### config.mk
export PLATFORM = sky130hd
export DESIGN_NAME = iexecute_flat
export DESIGN_NICKNAME = d
export VERILOG_FILES = /design/src/rtl/iexecute_pkg.sv /design/src/rtl/iexecute_if.sv /design/src/rtl/iexecute_mul.sv /design/src/rtl/iexecute.sv /design/src/flat_wrapper.sv
export SDC_FILE = /design/constraint.sdc
export NUM_CORES = 2
export LEC_CHECK = 0
export CAP_MARGIN = 20
export CORE_ASPECT_RATIO = 1.2
export CORE_MARGIN = 4
export CORE_UTILIZATION = 35
export DETAILED_ROUTE_END_ITERATION = 12
export HOLD_SLACK_MARGIN = 0.05
export PLACE_DENSITY_LB_ADDON = 0.2
export SYNTH_ARGS = -nofsm -noshare
export SYNTH_HDL_FRONTEND = slang
export SYNTH_SLANG_ARGS = --single-unit
### constraint.sdc
create_clock -name clk -period 10.88 [get_ports clk]
set_clock_uncertainty 0.1 [all_clocks]
set_input_delay 1.632 -clock clk [delete_from_list [all_inputs] [get_ports clk]]
set_output_delay 1.632 -clock clk [all_outputs]
set_load 0.01 [all_outputs]
### src/rtl/iexecute_pkg.sv
// exec_defs: ALU control codes and execute-stage FSM states.
// Defines the global WORD datapath width.
`ifndef WORD
`define WORD 64
`endif

package exec_defs;
  localparam logic [3:0] ALU_AND  = 4'b0000;
  localparam logic [3:0] ALU_ORR  = 4'b0001;
  localparam logic [3:0] ALU_ADD  = 4'b0010;
  localparam logic [3:0] ALU_SUB  = 4'b0110;
  localparam logic [3:0] ALU_PASS = 4'b0111;
  localparam logic [3:0] ALU_NOR  = 4'b1100;
  localparam logic [3:0] ALU_MUL  = 4'b1000;

  typedef enum logic {
    S_IDLE = 1'b0,
    S_MUL  = 1'b1
  } state_t;
endpackage

### src/rtl/iexecute_if.sv
// iexecute_if: decode->execute handshake and execute->memory bundle.
// master = decode/memory side, slave = execute stage.
interface iexecute_if;
  logic              in_valid;
  logic              in_ready;
  logic [`WORD-1:0]  pc;
  logic [`WORD-1:0]  read_data1;
  logic [`WORD-1:0]  read_data2;
  logic [`WORD-1:0]  sign_extend;
  logic              alu_src;
  logic [3:0]        alu_control;
  logic              out_valid;
  logic [`WORD-1:0]  alu_result;
  logic              zero;
  logic [`WORD-1:0]  branch_target;
  logic [`WORD-1:0]  mem_write_data;

  modport master (
    output in_valid, pc, read_data1, read_data2,
    output sign_extend, alu_src, alu_control,
    input  in_ready, out_valid, alu_result, zero,
    input  branch_target, mem_write_data
  );

  modport slave (
    input  in_valid, pc, read_data1, read_data2,
    input  sign_extend, alu_src, alu_control,
    output in_ready, out_valid, alu_result, zero,
    output branch_target, mem_write_data
  );
endinterface

### src/rtl/iexecute_mul.sv
// mul_iter: WORD-cycle shift-add multiplier, low WORD bits of a*b.
// Ports: clk, rst_n, i_start, i_a, i_b -> o_done, o_product.
module mul_iter (
  input  logic             clk,
  input  logic             rst_n,
  input  logic             i_start,
  input  logic [`WORD-1:0] i_a,
  input  logic [`WORD-1:0] i_b,
  output logic             o_done,
  output logic [`WORD-1:0] o_product
);
  localparam int CW = $clog2(`WORD);
  localparam logic [CW-1:0] LAST = CW'(`WORD - 1);

  logic [`WORD-1:0] r_mcand;
  logic [`WORD-1:0] r_mplier;
  logic [`WORD-1:0] r_acc;
  logic [CW-1:0]    r_count;
  logic             r_busy;
  logic [`WORD-1:0] w_acc_next;

  assign w_acc_next = r_mplier[0] ? r_acc + r_mcand : r_acc;
  // product is the accumulator after the final iteration
  assign o_done     = r_busy && (r_count == LAST);
  assign o_product  = w_acc_next;

  always_ff @(posedge clk) begin
    if (!rst_n) begin
      r_mcand  <= '0;
      r_mplier <= '0;
      r_acc    <= '0;
      r_count  <= '0;
      r_busy   <= 1'b0;
    end else if (i_start) begin
      r_mcand  <= i_a;
      r_mplier <= i_b;
      r_acc    <= '0;
      r_count  <= '0;
      r_busy   <= 1'b1;
    end else if (r_busy) begin
      r_acc    <= w_acc_next;
      r_mcand  <= r_mcand << 1;
      r_mplier <= r_mplier >> 1;
      r_count  <= r_count + 1'b1;
      if (r_count == LAST)
        r_busy <= 1'b0;
    end
  end
endmodule

### src/rtl/iexecute.sv
// iexecute: LEGv8 execute stage; ALU, zero flag, branch target.
// Ports: clk, rst_n, ex (iexecute_if.slave handshake + results).
module iexecute
  import exec_defs::*;
(
  input logic       clk,
  input logic       rst_n,
  iexecute_if.slave ex
);
  state_t           r_state;
  logic             r_out_valid;
  logic [`WORD-1:0] r_alu_result;
  logic             r_zero;
  logic [`WORD-1:0] r_branch_target;
  logic [`WORD-1:0] r_mem_write_data;

  logic [`WORD-1:0] w_opb;
  logic [`WORD-1:0] w_alu;
  logic [`WORD-1:0] w_product;
  logic             w_accept;
  logic             w_start;
  logic             w_done;

  assign w_opb    = ex.alu_src ? ex.sign_extend : ex.read_data2;
  assign w_accept = ex.in_valid && (r_state == S_IDLE);
  assign w_start  = w_accept && (ex.alu_control == ALU_MUL);

  assign ex.in_ready       = (r_state == S_IDLE);
  assign ex.out_valid      = r_out_valid;
  assign ex.alu_result     = r_alu_result;
  assign ex.zero           = r_zero;
  assign ex.branch_target  = r_branch_target;
  assign ex.mem_write_data = r_mem_write_data;

  always_comb begin
    w_alu = '0;
    unique case (1'b1)
      (ex.alu_control == ALU_AND):  w_alu = ex.read_data1 & w_opb;
      (ex.alu_control == ALU_ORR):  w_alu = ex.read_data1 | w_opb;
      (ex.alu_control == ALU_ADD):  w_alu = ex.read_data1 + w_opb;
      (ex.alu_control == ALU_SUB):  w_alu = ex.read_data1 - w_opb;
      (ex.alu_control == ALU_PASS): w_alu = w_opb;
      (ex.alu_control == ALU_NOR):  w_alu = ~(ex.read_data1 | w_opb);
      default:                      w_alu = '0;
    endcase
  end

  mul_iter u_mul (
    .clk       (clk),
    .rst_n     (rst_n),
    .i_start   (w_start),
    .i_a       (ex.read_data1),
    .i_b       (w_opb),
    .o_done    (w_done),
    .o_product (w_product)
  );

  always_ff @(posedge clk) begin
    if (!rst_n) begin
      r_state          <= S_IDLE;
      r_out_valid      <= 1'b0;
      r_alu_result     <= '0;
      r_zero           <= 1'b0;
      r_branch_target  <= '0;
      r_mem_write_data <= '0;
    end else begin
      r_out_valid <= 1'b0;
      case (r_state)
        S_IDLE: begin
          if (w_accept) begin
            r_branch_target  <= ex.pc + (ex.sign_extend << 2);
            r_mem_write_data <= ex.read_data2;
            if (w_start) begin
              r_state <= S_MUL;
            end else begin
              r_alu_result <= w_alu;
              r_zero       <= (w_alu == '0);
              r_out_valid  <= 1'b1;
            end
          end
        end
        S_MUL: begin
          if (w_done) begin
            r_alu_result <= w_product;
            r_zero       <= (w_product == '0);
            r_out_valid  <= 1'b1;
            r_state      <= S_IDLE;
          end
        end
      endcase
    end
  end
endmodule

### src/flat_wrapper.sv
// flat-port wrapper written by rule: the top's interface ports become plain ports
module iexecute_flat import exec_defs::*;
  (clk, rst_n, ex_in_valid, ex_pc, ex_read_data1, ex_read_data2, ex_sign_extend, ex_alu_src, ex_alu_control, ex_in_ready, ex_out_valid, ex_alu_result, ex_zero, ex_branch_target, ex_mem_write_data);
  iexecute_if ex_i ();
  input logic clk;
  input logic rst_n;
  input wire logic [$bits(ex_i.in_valid)-1:0] ex_in_valid;
  input wire logic [$bits(ex_i.pc)-1:0] ex_pc;
  input wire logic [$bits(ex_i.read_data1)-1:0] ex_read_data1;
  input wire logic [$bits(ex_i.read_data2)-1:0] ex_read_data2;
  input wire logic [$bits(ex_i.sign_extend)-1:0] ex_sign_extend;
  input wire logic [$bits(ex_i.alu_src)-1:0] ex_alu_src;
  input wire logic [$bits(ex_i.alu_control)-1:0] ex_alu_control;
  output wire logic [$bits(ex_i.in_ready)-1:0] ex_in_ready;
  output wire logic [$bits(ex_i.out_valid)-1:0] ex_out_valid;
  output wire logic [$bits(ex_i.alu_result)-1:0] ex_alu_result;
  output wire logic [$bits(ex_i.zero)-1:0] ex_zero;
  output wire logic [$bits(ex_i.branch_target)-1:0] ex_branch_target;
  output wire logic [$bits(ex_i.mem_write_data)-1:0] ex_mem_write_data;
  assign ex_i.in_valid = ex_in_valid;
  assign ex_i.pc = ex_pc;
  assign ex_i.read_data1 = ex_read_data1;
  assign ex_i.read_data2 = ex_read_data2;
  assign ex_i.sign_extend = ex_sign_extend;
  assign ex_i.alu_src = ex_alu_src;
  assign ex_i.alu_control = ex_alu_control;
  assign ex_in_ready = ex_i.in_ready;
  assign ex_out_valid = ex_i.out_valid;
  assign ex_alu_result = ex_i.alu_result;
  assign ex_zero = ex_i.zero;
  assign ex_branch_target = ex_i.branch_target;
  assign ex_mem_write_data = ex_i.mem_write_data;
  iexecute u_core (.clk(clk), .rst_n(rst_n), .ex(ex_i));
endmodule
==> results.md <==
- DR WL/cell: 22.9 microns
- Kind of critical path: in2reg
- Max VDD drop: 0.113 mV
- Maximum achievable frequency: 117 MHz
- Synth Warn #: 0
- Clk_lat worst skew: 0.62 ns
- Initial core utilization: 0.354
- First-pass GRT wire length: between 200 and 250 mm
- Synth cell count leaders: nand2_1, a21oi_1, dfxtp_1, nor2_1, clkbuf_1
- Share of cells above drive strength 1: 0.0440
- Io pins: 459
- Clock tree buffer depth: 3
- Unrepaired setup endpoints after global routing: no
- Die Y: ~350 microns
- Crit-path slowest cell: a2111oi_0
- Syn Area/Cell: 7.40 sq um
- Multi-input gate area: 24000 sq um
- GR Overflow Total: 0
- Synthesized netlist net count: between 4000 and 5000
- Total iterations of the first detailed-routing run: 6
- Root Driver: clkbuf_16
- Post-Syn Instances: about 4500
- Vias per cell: 5.79
- Critical Path End Type: register
- Core area: 94200 sq um
- Leading post-synthesis cells by cell area: dfxtp_1, nand2_1, mux2i_1
- WP buf/inv: 1
- Vias in the first global route: 33400
- Hold_buf cts: 0
- Final hold violation count: 0
- Seq/Total Area, Yosys: 0.237
- Most common cell in the synthesized netlist: nand2_1
- CP Data Arrival Time: 8.98 ns
- Final period utilization: 0.784
- FF+latch area: roughly 7900 sq um
- Die area: between 100000 and 150000 sq um
- Max Slew Vio Count: 0
- Placement-stage cell area: 38700 sq um
- P&R area growth vs syn: 21.4%
- Slew Limit Headroom: 0.241
- Initial antenna violation count: 10
- Min-delay worst type: reg2reg
- Crit path max-delay family: simple AND/OR/NAND/NOR gates
- Setup TNS: 0 ns
- Count of input and output buffers: roughly 460
- Design area: 40500 sq um
- Hold WS: 0.352 ns
- Asr flop ratio synth: 0
- Tot GR Track Use: 0.264
- Yosys top cell area share: 0.237
- GP Congestion: around 1
- Clock Sinks: 394
- Die width: 290 microns
- Post-cts sizing count: 0
- Dpl hpwl: ~110 mm
- Fill count: 9717
- Critical Path Start Type: input pin
- # setup viols final: 0
- Worst-path clk slew: about 0.060 ns
- CP required: about 11 ns
- Clock tree from TritonCTS: yes
- Measured slew at the worst slew-check pin: between 1 and 1.5 ns
- Largest net degree at the start of global routing: 128
- LEAKAGE: between 15 and 20 nW
- Vias: 35000
- Seq cells post-synth: 394
- Num CTS Buffers: around 50
- Pwr per Cell Area: 118 nW/um^2
- Max stage delay on crit path: around 0.71 ns
- Max-cap viol count: 0
- Post-DRT Antenna Nets: 0
- CP cell instances: buf_4 -> mux2i_1 -> o21ai_0 -> nor3_1 -> and3_1 -> nand3b_1 -> nor3b_1 -> nor2b_1 -> nor2b_1 -> a31oi_1 -> xnor2_1 -> ha_1 -> a21oi_1 -> o21bai_1 -> a2111oi_0 -> o2111ai_1 -> nand2_1 -> xnor2_1 -> a2111oi_0 -> or4b_2 -> nor4_1 -> nand2_1 -> nand3_1
- Min cycle time layout: roughly 8.5 ns
- Row cnt: roughly 120
- Commonest register cell after synthesis: dfxtp_1
- Crit-path max FO: 55
- Starting DRC count in detailed routing: 2904
- Net count reported at finish: ~5200
- Detailed Route WL: 139 mm
- Post-CTS setup buffers: 0
- Status: completed
- Synth area leader: dfxtp_1
- H-tree Lvls: 2
- Post-Syn Area: 33300 sq um
- Distinct cells, synth: 84
- Post-synth EDFFs: 0
- DRC: 0
worst register-to-register path, delay by kind of cell (launching register included):
kind / cells / cell delay [ns]
XOR/XNOR: 1 / 0.19
AO/OA/AOI/OAI: 5 / 1.63
adder cells (fa/ha/maj): 1 / 0.44
multiplexers: 1 / 0.48
flip-flops: 1 / 0.33
AND/OR/NAND/NOR: 6 / 2.13
report_power, final:
| part | internal [mW] | switching (mW) |
|---|---|---|
| registers | 1.51 | 0.0462 |
| logic | 0.587 | 0.868 |
| clock network | 1.05 | 0.713 |
state kept, by name (all words and copies together) (netlist names):
signal,flops
u_core.ex.alu_result,64
u_core.u_mul.r_mcand,64
u_core.ex.mem_write_data,64
u_core.ex.out_valid,1
u_core.r_state,1
u_core.u_mul.r_acc,64
u_core.ex.branch_target,64
u_core.u_mul.r_count,6
u_core.u_mul.r_busy,1
u_core.ex.zero,1
u_core.u_mul.r_mplier,64
metal layers:
| metal | GRT usage | up-vias | share of wire |
|---|---|---|---|
| met4 | 0.0882 | 2 | 0.036 |
| met2 | 0.422 | 1293 | 0.45 |
| met5 | 0 | - | 0.000094 |
| met1 | 0.359 | 16600 | 0.45 |
| li1 | - | 17000 | - |
| met3 | 0.0462 | 219 | 0.071 |
cells by family (layout without fill, tap and decap cells):
kind of cell    count (synthesis)  count (layout)  share of synthesized area
simple gates                 1621            1621                      0.227
compound gates               1381            1381                      0.270
buf+inv                       409             696                     0.0467
flops                         394             394                      0.237
mux                           272             272                     0.0826
fa+ha+maj                     235             235                     0.0858
xor+xnor                      195             195                     0.0512
other cells                     0               8                          0
placed cells by master (no fill, tap or decap), types with 103 or more instances in the layout:
master	count
o21ai_0	231
mux2i_1	257
a21oi_1	428
dfxtp_1	391
clkdlybuf4s50_1	454
xnor2_1	122
nor2_1	287
nand2_1	705
and3_1	103
a211oi_1	114
ha_1	191
area by class of cell:
class	count	share of cell area
Timing Repair Buffer	505	0.122
Clock inverter	25	0.00751
Antenna cell	8	0.000495
Sequential cell	394	0.195
Multi-Input combinational cell	3704	0.592
Clock buffer	65	0.0346
Tap cell	1250	0.0386
Inverter	101	0.00943
final timing paths:
kind	startpoint	to	slack, ns	depth (start not counted)
max reg2reg	u_core.u_mul.r_mcand[12]$_SDFFE_PN0P_	u_core.ex.zero$_SDFFE_PN0P_	5.51	14
max	ex_alu_src	u_core.ex.zero$_SDFFE_PN0P_	2.35	23
min reg2reg	u_core.ex.mem_write_data[0]$_SDFFE_PN0P_	u_core.ex.mem_write_data[0]$_SDFFE_PN0P_	0.35	2
min	u_core.ex.mem_write_data[0]$_SDFFE_PN0P_	u_core.ex.mem_write_data[0]$_SDFFE_PN0P_	0.35	2
stage by stage:
step | setup WS (ns) | utilization | cells | power (mW)
6_report | 2.35 | 0.430 | 6052 | 4.78
5_1_grt | 1.82 | 0.430 | 6051 | 4.99
4_1_cts | 1.89 | 0.429 | 6043 | 4.79
3_5_place_dp | 1.27 | 0.411 | 5953 | 3.02
3_3_place_gp | 1.25 | 0.411 | 5952 | 3.02
2_1_floorplan | 2.36 | - | 4507 | 2.45
Power figures use the tool's default switching activity.
